<file path="config.mk">
export PLATFORM = sky130hd
export DESIGN_NAME = reaction_timer_core
export DESIGN_NICKNAME = d
export VERILOG_FILES = /design/src/rtl/reaction_timer_core.sv
export SDC_FILE = /design/constraint.sdc
export NUM_CORES = 1
export LEC_CHECK = 0
export ABC_AREA = 1
export BUFFER_PORTS_ARGS = -buffer_cell sky130_fd_sc_hd__buf_2
export CORE_UTILIZATION = 45
export CTS_CLUSTER_SIZE = 25
export DETAILED_ROUTE_END_ITERATION = 10
export MAX_ROUTING_LAYER = met4
export PLACE_DENSITY = 0.76
export SYNTH_ARGS = -nofsm -noshare
export SYNTH_HDL_FRONTEND = slang
export SYNTH_SLANG_ARGS = --single-unit
</file>
<file path="constraint.sdc">
create_clock -name CLK_50 -period 1.7 [get_ports CLK_50]
set_input_delay 0.085 -clock CLK_50 [delete_from_list [all_inputs] [get_ports CLK_50]]
set_output_delay 0.085 -clock CLK_50 [all_outputs]
set_load 0.02 [all_outputs]
</file>
<file path="src/rtl/reaction_timer_core.sv">
// rtl/reaction_timer_core.sv - reaction timer game engine (random wait, GO lamp, BCD ms timing)
//
// Sits between the key conditioner (one-cycle debounced pulses) and the display driver.
// A start pulse arms a pseudo-random wait; the GO lamp then lights and a BCD
// millisecond counter runs until the player reacts or the count saturates.
//
// Ports:
//   CLK_50        in   system clock, all logic on the rising edge
//   RST_N         in   asynchronous active-low reset
//   start_pulse   in   one-cycle start/restart request
//   react_pulse   in   one-cycle player reaction
//   go_led        out  high while in GO
//   result_bcd    out  {thousands,hundreds,tens,ones} ms; live in GO, held afterwards
//   result_valid  out  high in DONE
//   false_start   out  high in FOUL
//   timeout       out  high in DONE when the count saturated at 9999
//   busy          out  high in WAIT or GO
module reaction_timer_core #(
   parameter int CLK_HZ       = 50_000_000,
   parameter int SIM_MODE     = 0,
   parameter int MIN_DELAY_MS = 1000,
   parameter int RAND_BITS    = 11
) (
   input  logic        CLK_50,
   input  logic        RST_N,
   input  logic        start_pulse,
   input  logic        react_pulse,
   output logic        go_led,
   output logic [15:0] result_bcd,
   output logic        result_valid,
   output logic        false_start,
   output logic        timeout,
   output logic        busy
);

   localparam int TICK_DIV = (SIM_MODE != 0) ? 5 : CLK_HZ / 1000;
   localparam int PW       = (TICK_DIV > 1) ? $clog2(TICK_DIV) : 1;
   localparam int DW       = $clog2(MIN_DELAY_MS + (1 << RAND_BITS) + 1);
   localparam logic [PW-1:0] PRESC_LAST = PW'(TICK_DIV - 1);

   typedef enum logic [2:0] {IDLE, WAIT, GO, DONE, FOUL} state_t;

   state_t          state, state_n;
   logic [15:0]     lfsr;
   logic [PW-1:0]   presc;
   logic [DW-1:0]   delay_cnt;
   logic            tick;
   logic            enter_timed;
   logic            load_delay;
   logic            dec_delay;
   logic [15:0]     result_n;
   logic            timeout_n;

   // Add one to a 4-digit BCD value; each digit wraps 9->0 and carries upward.
   function automatic logic [15:0] bcd_inc(input logic [15:0] v);
      logic [15:0] r;
      logic        carry;
      r     = v;
      carry = 1'b1;
      for (int i = 0; i < 4; i++) begin
         if (carry) begin
            if (v[4*i +: 4] == 4'd9) begin
               r[4*i +: 4] = 4'd0;
            end else begin
               r[4*i +: 4] = v[4*i +: 4] + 4'd1;
               carry       = 1'b0;
            end
         end
      end
      return r;
   endfunction

   assign tick = (presc == PRESC_LAST);

   // The prescaler restarts whenever WAIT or GO is entered so the first ms tick
   // lands exactly TICK_DIV clocks after entry.
   assign enter_timed = (state_n != state) && ((state_n == WAIT) || (state_n == GO));

   always_ff @(posedge CLK_50 or negedge RST_N) begin
      if (!RST_N) begin
         state <= IDLE;
      end else begin
         state <= state_n;
      end
   end

   always_comb begin
      state_n    = state;
      load_delay = 1'b0;
      dec_delay  = 1'b0;
      result_n   = result_bcd;
      timeout_n  = timeout;
      case (state)
         IDLE, DONE, FOUL: begin
            // start wins over a coincident react; react alone is ignored here
            if (start_pulse) begin
               state_n    = WAIT;
               load_delay = 1'b1;
               result_n   = 16'h0000;
               timeout_n  = 1'b0;
            end
         end
         WAIT: begin
            if (react_pulse) begin
               state_n  = FOUL;
               result_n = 16'h0000;
            end else if (tick) begin
               dec_delay = 1'b1;
               if (delay_cnt == DW'(1)) begin
                  state_n  = GO;
                  result_n = 16'h0000;
               end
            end
         end
         GO: begin
            // a tick coinciding with the reaction is deliberately not counted
            if (react_pulse) begin
               state_n = DONE;
            end else if (tick) begin
               if (result_bcd == 16'h9999) begin
                  state_n   = DONE;
                  timeout_n = 1'b1;
               end else begin
                  result_n = bcd_inc(result_bcd);
               end
            end
         end
         default: state_n = IDLE;
      endcase
   end

   always_ff @(posedge CLK_50 or negedge RST_N) begin
      if (!RST_N) begin
         lfsr         <= 16'hACE1;
         presc        <= '0;
         delay_cnt    <= '0;
         result_bcd   <= 16'h0000;
         timeout      <= 1'b0;
         go_led       <= 1'b0;
         busy         <= 1'b0;
         result_valid <= 1'b0;
         false_start  <= 1'b0;
      end else begin
         // Fibonacci LFSR, taps 16,14,13,11, free-running in every state
         lfsr <= {lfsr[0] ^ lfsr[2] ^ lfsr[3] ^ lfsr[5], lfsr[15:1]};

         if (enter_timed || tick) begin
            presc <= '0;
         end else begin
            presc <= presc + PW'(1);
         end

         if (load_delay) begin
            delay_cnt <= DW'(MIN_DELAY_MS) + DW'(lfsr[RAND_BITS-1:0]);
         end else if (dec_delay) begin
            delay_cnt <= delay_cnt - DW'(1);
         end

         result_bcd   <= result_n;
         timeout      <= timeout_n;
         // status outputs are decoded from the next state so they settle with it
         go_led       <= (state_n == GO);
         busy         <= (state_n == WAIT) || (state_n == GO);
         result_valid <= (state_n == DONE);
         false_start  <= (state_n == FOUL);
      end
   end

endmodule

</file>
# After elaboration in Yosys (flattened, before gate mapping)
# Index checks and enable logic that the tools add are counted.
# W data, S select, Z words.
[classes] bitwise_logic=3 muxes=53 eq_ne=26 addsub=7 n_reduce_logical=13
[ops] cell="$mux W16" count=8
[ops] cell="$pmux W16 S3" count=1
[ops] cell="$eq A16 B16 Y1 const B" count=2
[ops] cell="$mux W4" count=7
[ops] cell="$mux W1" count=26
[ops] cell="$mux W12" count=2
[ops] cell="$reduce_and A8 Y1" count=3
[ops] cell="$mux W3" count=7
[ops] cell="$add A16 B1 Y16 const B" count=1
[ops] cell="$add A4 B1 Y4 const B" count=4
[ops] cell="$eq A4 B4 Y1 const B" count=4
[ops] cell="$ne A2 B2 Y1 const B" count=8
[ops] cell="$add A10 B11 Y12 const A" count=1
[ops] cell="$eq A12 B1 Y1 const B" count=1
[ops] cell="$eq A3 B2 Y1 const B" count=4
[ops] cell="$sub A12 B1 Y12 const B" count=1
[ops] cell="$pmux W3 S3" count=1
[ops] cell="$reduce_and A7 Y1" count=1
[ops] cell="$eq A3 B1 Y1 const B" count=2
[ops] cell="$eq A3 B3 Y1 const B" count=2
[ops] cell="$ne A3 B3 Y1 const B" count=2
[ops] cell="$reduce_and A5 Y1" count=1
[ops] cell="$reduce_bool A2 Y1" count=2
[ops] cell="$logic_not A3 Y1" count=1
[ops] cell="other kinds (7)" count=10
[totals] inputBits=4 register_bits=68 output_inout_bits=21

# Longest topological paths before layout
[depth] ltp_word=21 depth_mapped=15

# Worst setup path before layout
# Ideal clock, no wire load.
[synth_path] path_kind="register -> register" start="register result_bcd[4]" end="register presc[9]" path_slack_ps=-221 stages_incl_launch_ff=14 arrival_ps=1796 period_less_slack_ps=1921 n_path_buf=1 cell_sequence="dfrtp_1 > ha_1 > nand2_1 > nor2_1 > nand3_1 > nor2_2 > nand2_2 > nand3_4 > nand3_1 > nand2_2 > nand2_2 > nand2_4 > buf_12 > nor2_4"
[synth_between] elab_chain_cells=10 word_cells_on_any_way=12 cone_classes="eq/ne (4); mux (5); reduce/logical (3)"
[synth_rtl] item="start: declaration" line_no="29" source="output logic [15:0] result_bcd,"
[synth_rtl] item="start signal: assignment" line_no="159" source="result_bcd <= result_n;"
[synth_rtl] item="$eq A16 B16 Y1 *" line_no="120" source="if (result_bcd == 16'h9999) begin"
[synth_rtl] item="$mux W3 *" line_no="120"
[synth_rtl] item="$mux W3 *" line_no="119" source="end else if (tick) begin"
[synth_rtl] item="$mux W3 *" line_no="117" source="if (react_pulse) begin"
[synth_rtl] item="$pmux W3 S3 *" line_no="93" source="case (state)"
[synth_rtl] item="$eq A3 B1 Y1 / $eq A3 B2 Y1 (equally long branches)" line_no="77" source="assign enter_timed = (state_n != state) && ((state_n == WAIT) || (state_n == GO));"
[synth_rtl] item="$logic_or A1 B1 Y1" line_no="77"
[synth_rtl] item="$logic_and A1 B1 Y1 *" line_no="77"
[synth_rtl] item="$logic_or A1 B1 Y1 *" line_no="147" source="if (enter_timed || tick) begin"
[synth_rtl] item="$mux W16 *" line_no="147"
[synth_rtl] item="end signal: assignment" line_no="150" source="presc <= presc + PW'(1);"
[synth_rtl] item="end: declaration" line_no="45" source="logic [PW-1:0] presc;"
# Mark *: on every way between the ends. The rest lies on a longest branch, timed or not.
# A chain may end at the register's enable or synchronous reset.

# Worst setup path in the final report
[layout_path] start="register presc[0]" end="register result_bcd[9]"
[layout_between] elab_chain_cells=3 word_cells_on_any_way=4 cone_classes="eq/ne (3); reduce/logical (1)"
[layout_rtl] item="$eq A16 B16 Y1 *" line_no="73" source="assign tick = (presc == PRESC_LAST);"
[layout_rtl] item="$ne A3 B3 Y1 (no line) / $ne A2 B2 Y1 (equally long branches)"
[layout_rtl] item="$reduce_and A8 Y1 (no line) *"
# Marked as above.

==> results.ini <==
[worst_setup_path]
cp-start-kind = flop
crit_path_end_kind = flop
crit_fanout = 5
reg2reg_slack_ps = -290
cp_data_arrival_time_ps = 2230
critical_path_required_ps = 1940
setup.worst_path.class = reg2reg

[drt]
vias = 3448
drt_iter0_markers = 140
wirelength_um = 9350
postRouteAntennaNets = 0
wl_per_cell_um = 13.8
vias_per_cell = 5.09
first_pass_iters = 4
drc = 0

[clocking]
cts_buffers = 9
tritoncts = yes
path_clk_slew_ps = 90
cts.sinks = 68
worst_skew_pair.late_latency_ps = 360
cts_root_buf = clkbuf_8
clockBufferDepth = 2
htree_num_levels = 3

[timing]
min_period_ps = 1990
slew_headroom_pct = 75.9
layout_setup_ws_ps = -294
setup_viol = 38
hold_violations = 0
worstMarginPinSlew_ps = 361
whs_ps = 120
max_freq_mhz = 502
skew_ps = 13.6
drv_slew = 0
period_share_pct = 117
rsz0062_at_grt = yes

[cells_and_area]
fillers = 586
final_nets = 583
final_common_cell = buf_4
drive_gt1_share_pct = 48.1
mostFrequentLayoutCells = 86 x buf_4, 56 x nand2_1, 51 x dfrtp_1
area_growth_pct = 40.2
diodes = 0

[synthesis]
yosys_warnings = 0
yosys.area_share.xor_xnor_pct = 5.44
synth_mux_area_share_pct = 0.259
synth_top_family_by_area = simple AND/OR/NAND/NOR gates
synth.distinct_cells = 41
syn-cell-area_sq_mm = 0.00387
synthCells = 439
synth_top_cell_area_share_pct = 38.8
synth_edf_count = 0
async_flop_share_pct = 100
synth_nets = 455
synth-adder-area-share_pct = 3.88
yosysSeqAreaShare_pct = 44.3
synth_top_cell_by_area = dfrtp_1
yosys.area_share.simple_pct = 31.7
synth-seq-cells = 68
synth_area_leaders = dfrtp_1 39%, nand2_1 7.0%, dfstp_2 5.4%
synth_ff_type = dfrtp_1
syn_avg_cell_area_sq_um = 8.81
synth_compound_area_share_pct = 7.96

[die]
fp.dieH_um = 94.7
start_util_pct = 46.8
dieArea_sq_mm = 0.00897
die_x_um = 94.7
core-area_sq_mm = 0.00826
core.rowCount = 33
io_pins = 25

[run]
cap_violations = 0

[global_route]
grt.total_usage_pct = 21.6
grt_max_degree = 69
grt_overflow = 0
antenna_found_initial = 0
grt_pass1_wl_um = 14500
grt_pass1_vias = 3401

[placement]
place_hpwl_um = 6020
dp_slack_ps = -193
portBuffers = 24
routabilityCongestion = 0.909

[pwr]
power_density_mw_per_mm2 = 1260
p_leak_uw = 0.00258
max-vdd-ir-drop_mv = 0.461

[hold_path]
hold_class = in2reg

[status]
violations = negative setup slack
status = finished with violations

[repair_timing]
item / 4_1_cts / 5_1_grt
buffers inserted: 11 / 11
hold buffers: 1 / 0
endpoints found under the setup margin: 43 / 48
pin swaps: 6 / 21
endpoints found under the hold margin: 60 / 0
cloned: 0 / 0
gates resized for setup: 18 / 56
[worst max-delay path: stages (launching register included)]
cell     delay (ps)
dfrtp_1         360
ha_2            190
nand2_2          70
nor2_4          160
nand2_4         100
o21ai_4         200
nand4_1         220
nor2_4          260
buf_6           140
buf_6            90
o22ai_2          80
[cells by family after synthesis]
group	count (synthesis)
DFF	68
AOI/OAI and AO/OA	53
buffers and inverters	58
muxes	1
and+or+nand+nor	223
adders and majority gates	12
xor gates and xnor gates	24
[cells in the mapped netlist, types with 3 or more instances]
cell,instances
a21oi_1,11
dfrtp_1,60
dfstp_2,8
ha_1,12
inv_1,45
inv_2,5
nand2_1,72
nand2_2,12
nand2_4,8
nand3_1,32
nand4_1,6
nor2_1,52
nor2_2,8
nor2_4,16
nor3_1,5
o211ai_1,3
o21ai_0,20
o21ai_1,6
o22ai_1,5
xnor2_1,7
xor2_1,17
[cell type report]
class	instances	area, sq um	share of cell area (%)
Clock inverter	7	81.3	1.50
Inverter	52	200	3.69
Timing Repair Buffer	123	955	17.6
Sequential cell	68	1720	31.8
Tap cell	105	131	2.42
Clock buffer	9	124	2.29
Multi-Input combinational cell	313	2210	40.7
[flip-flops by register name (all words and copies together), names as in the netlist]
name / cells
result_valid: 1
delay_cnt: 12
busy: 1
lfsr: 16
result_bcd: 16
go_led: 1
presc: 16
false_start: 1
state: 3
timeout: 1
[through the flow]
stage                     TNS (ps)  util, %  total power [uW]  instance area (sq um)  cells
after floorplan              -1130        -              3840                   3960    439
after global placement       -3110     58.5              4850                   4830    642
after detailed placement     -5450     58.5              4940                   4830    642
after CTS                    -5320     62.7              6440                   5170    670
after global routing        -11380     65.6              7260                   5420    677
final                        -7200     65.6              6850                   5420    677
[worst paths after layout]
path	from	to	cells after the start
max reg2reg	presc[0]$_DFF_PN0_	result_bcd[9]$_DFFE_PN0P_	10
max in group asynchronous	RST_N	lfsr[11]$_DFF_PN1_	3
min reg2reg	lfsr[11]$_DFF_PN1_	lfsr[10]$_DFF_PN1_	0
min	start_pulse	state[2]$_DFF_PN0_	4
max	presc[0]$_DFF_PN0_	result_bcd[9]$_DFFE_PN0P_	10
min in group asynchronous	RST_N	delay_cnt[1]$_DFFE_PN0P_	3
[per-layer routing]
layer / routed length [um] / GRT usage, %
met4: 284 / 12.9
met1: 3920 / 24.0
met5: 0 / -
met2: 4810 / 35.7
met3: 328 / 4.75
[report_power, final]
group          switching (uW)  leakage [uW]  internal, uW
Combinational            1820       0.00162          1530
Sequential                216      0.000867          1900
Clock                     690      0.000101           697
Total                    2720       0.00258          4130
Note: power is estimated with default switching activity, not from simulation.
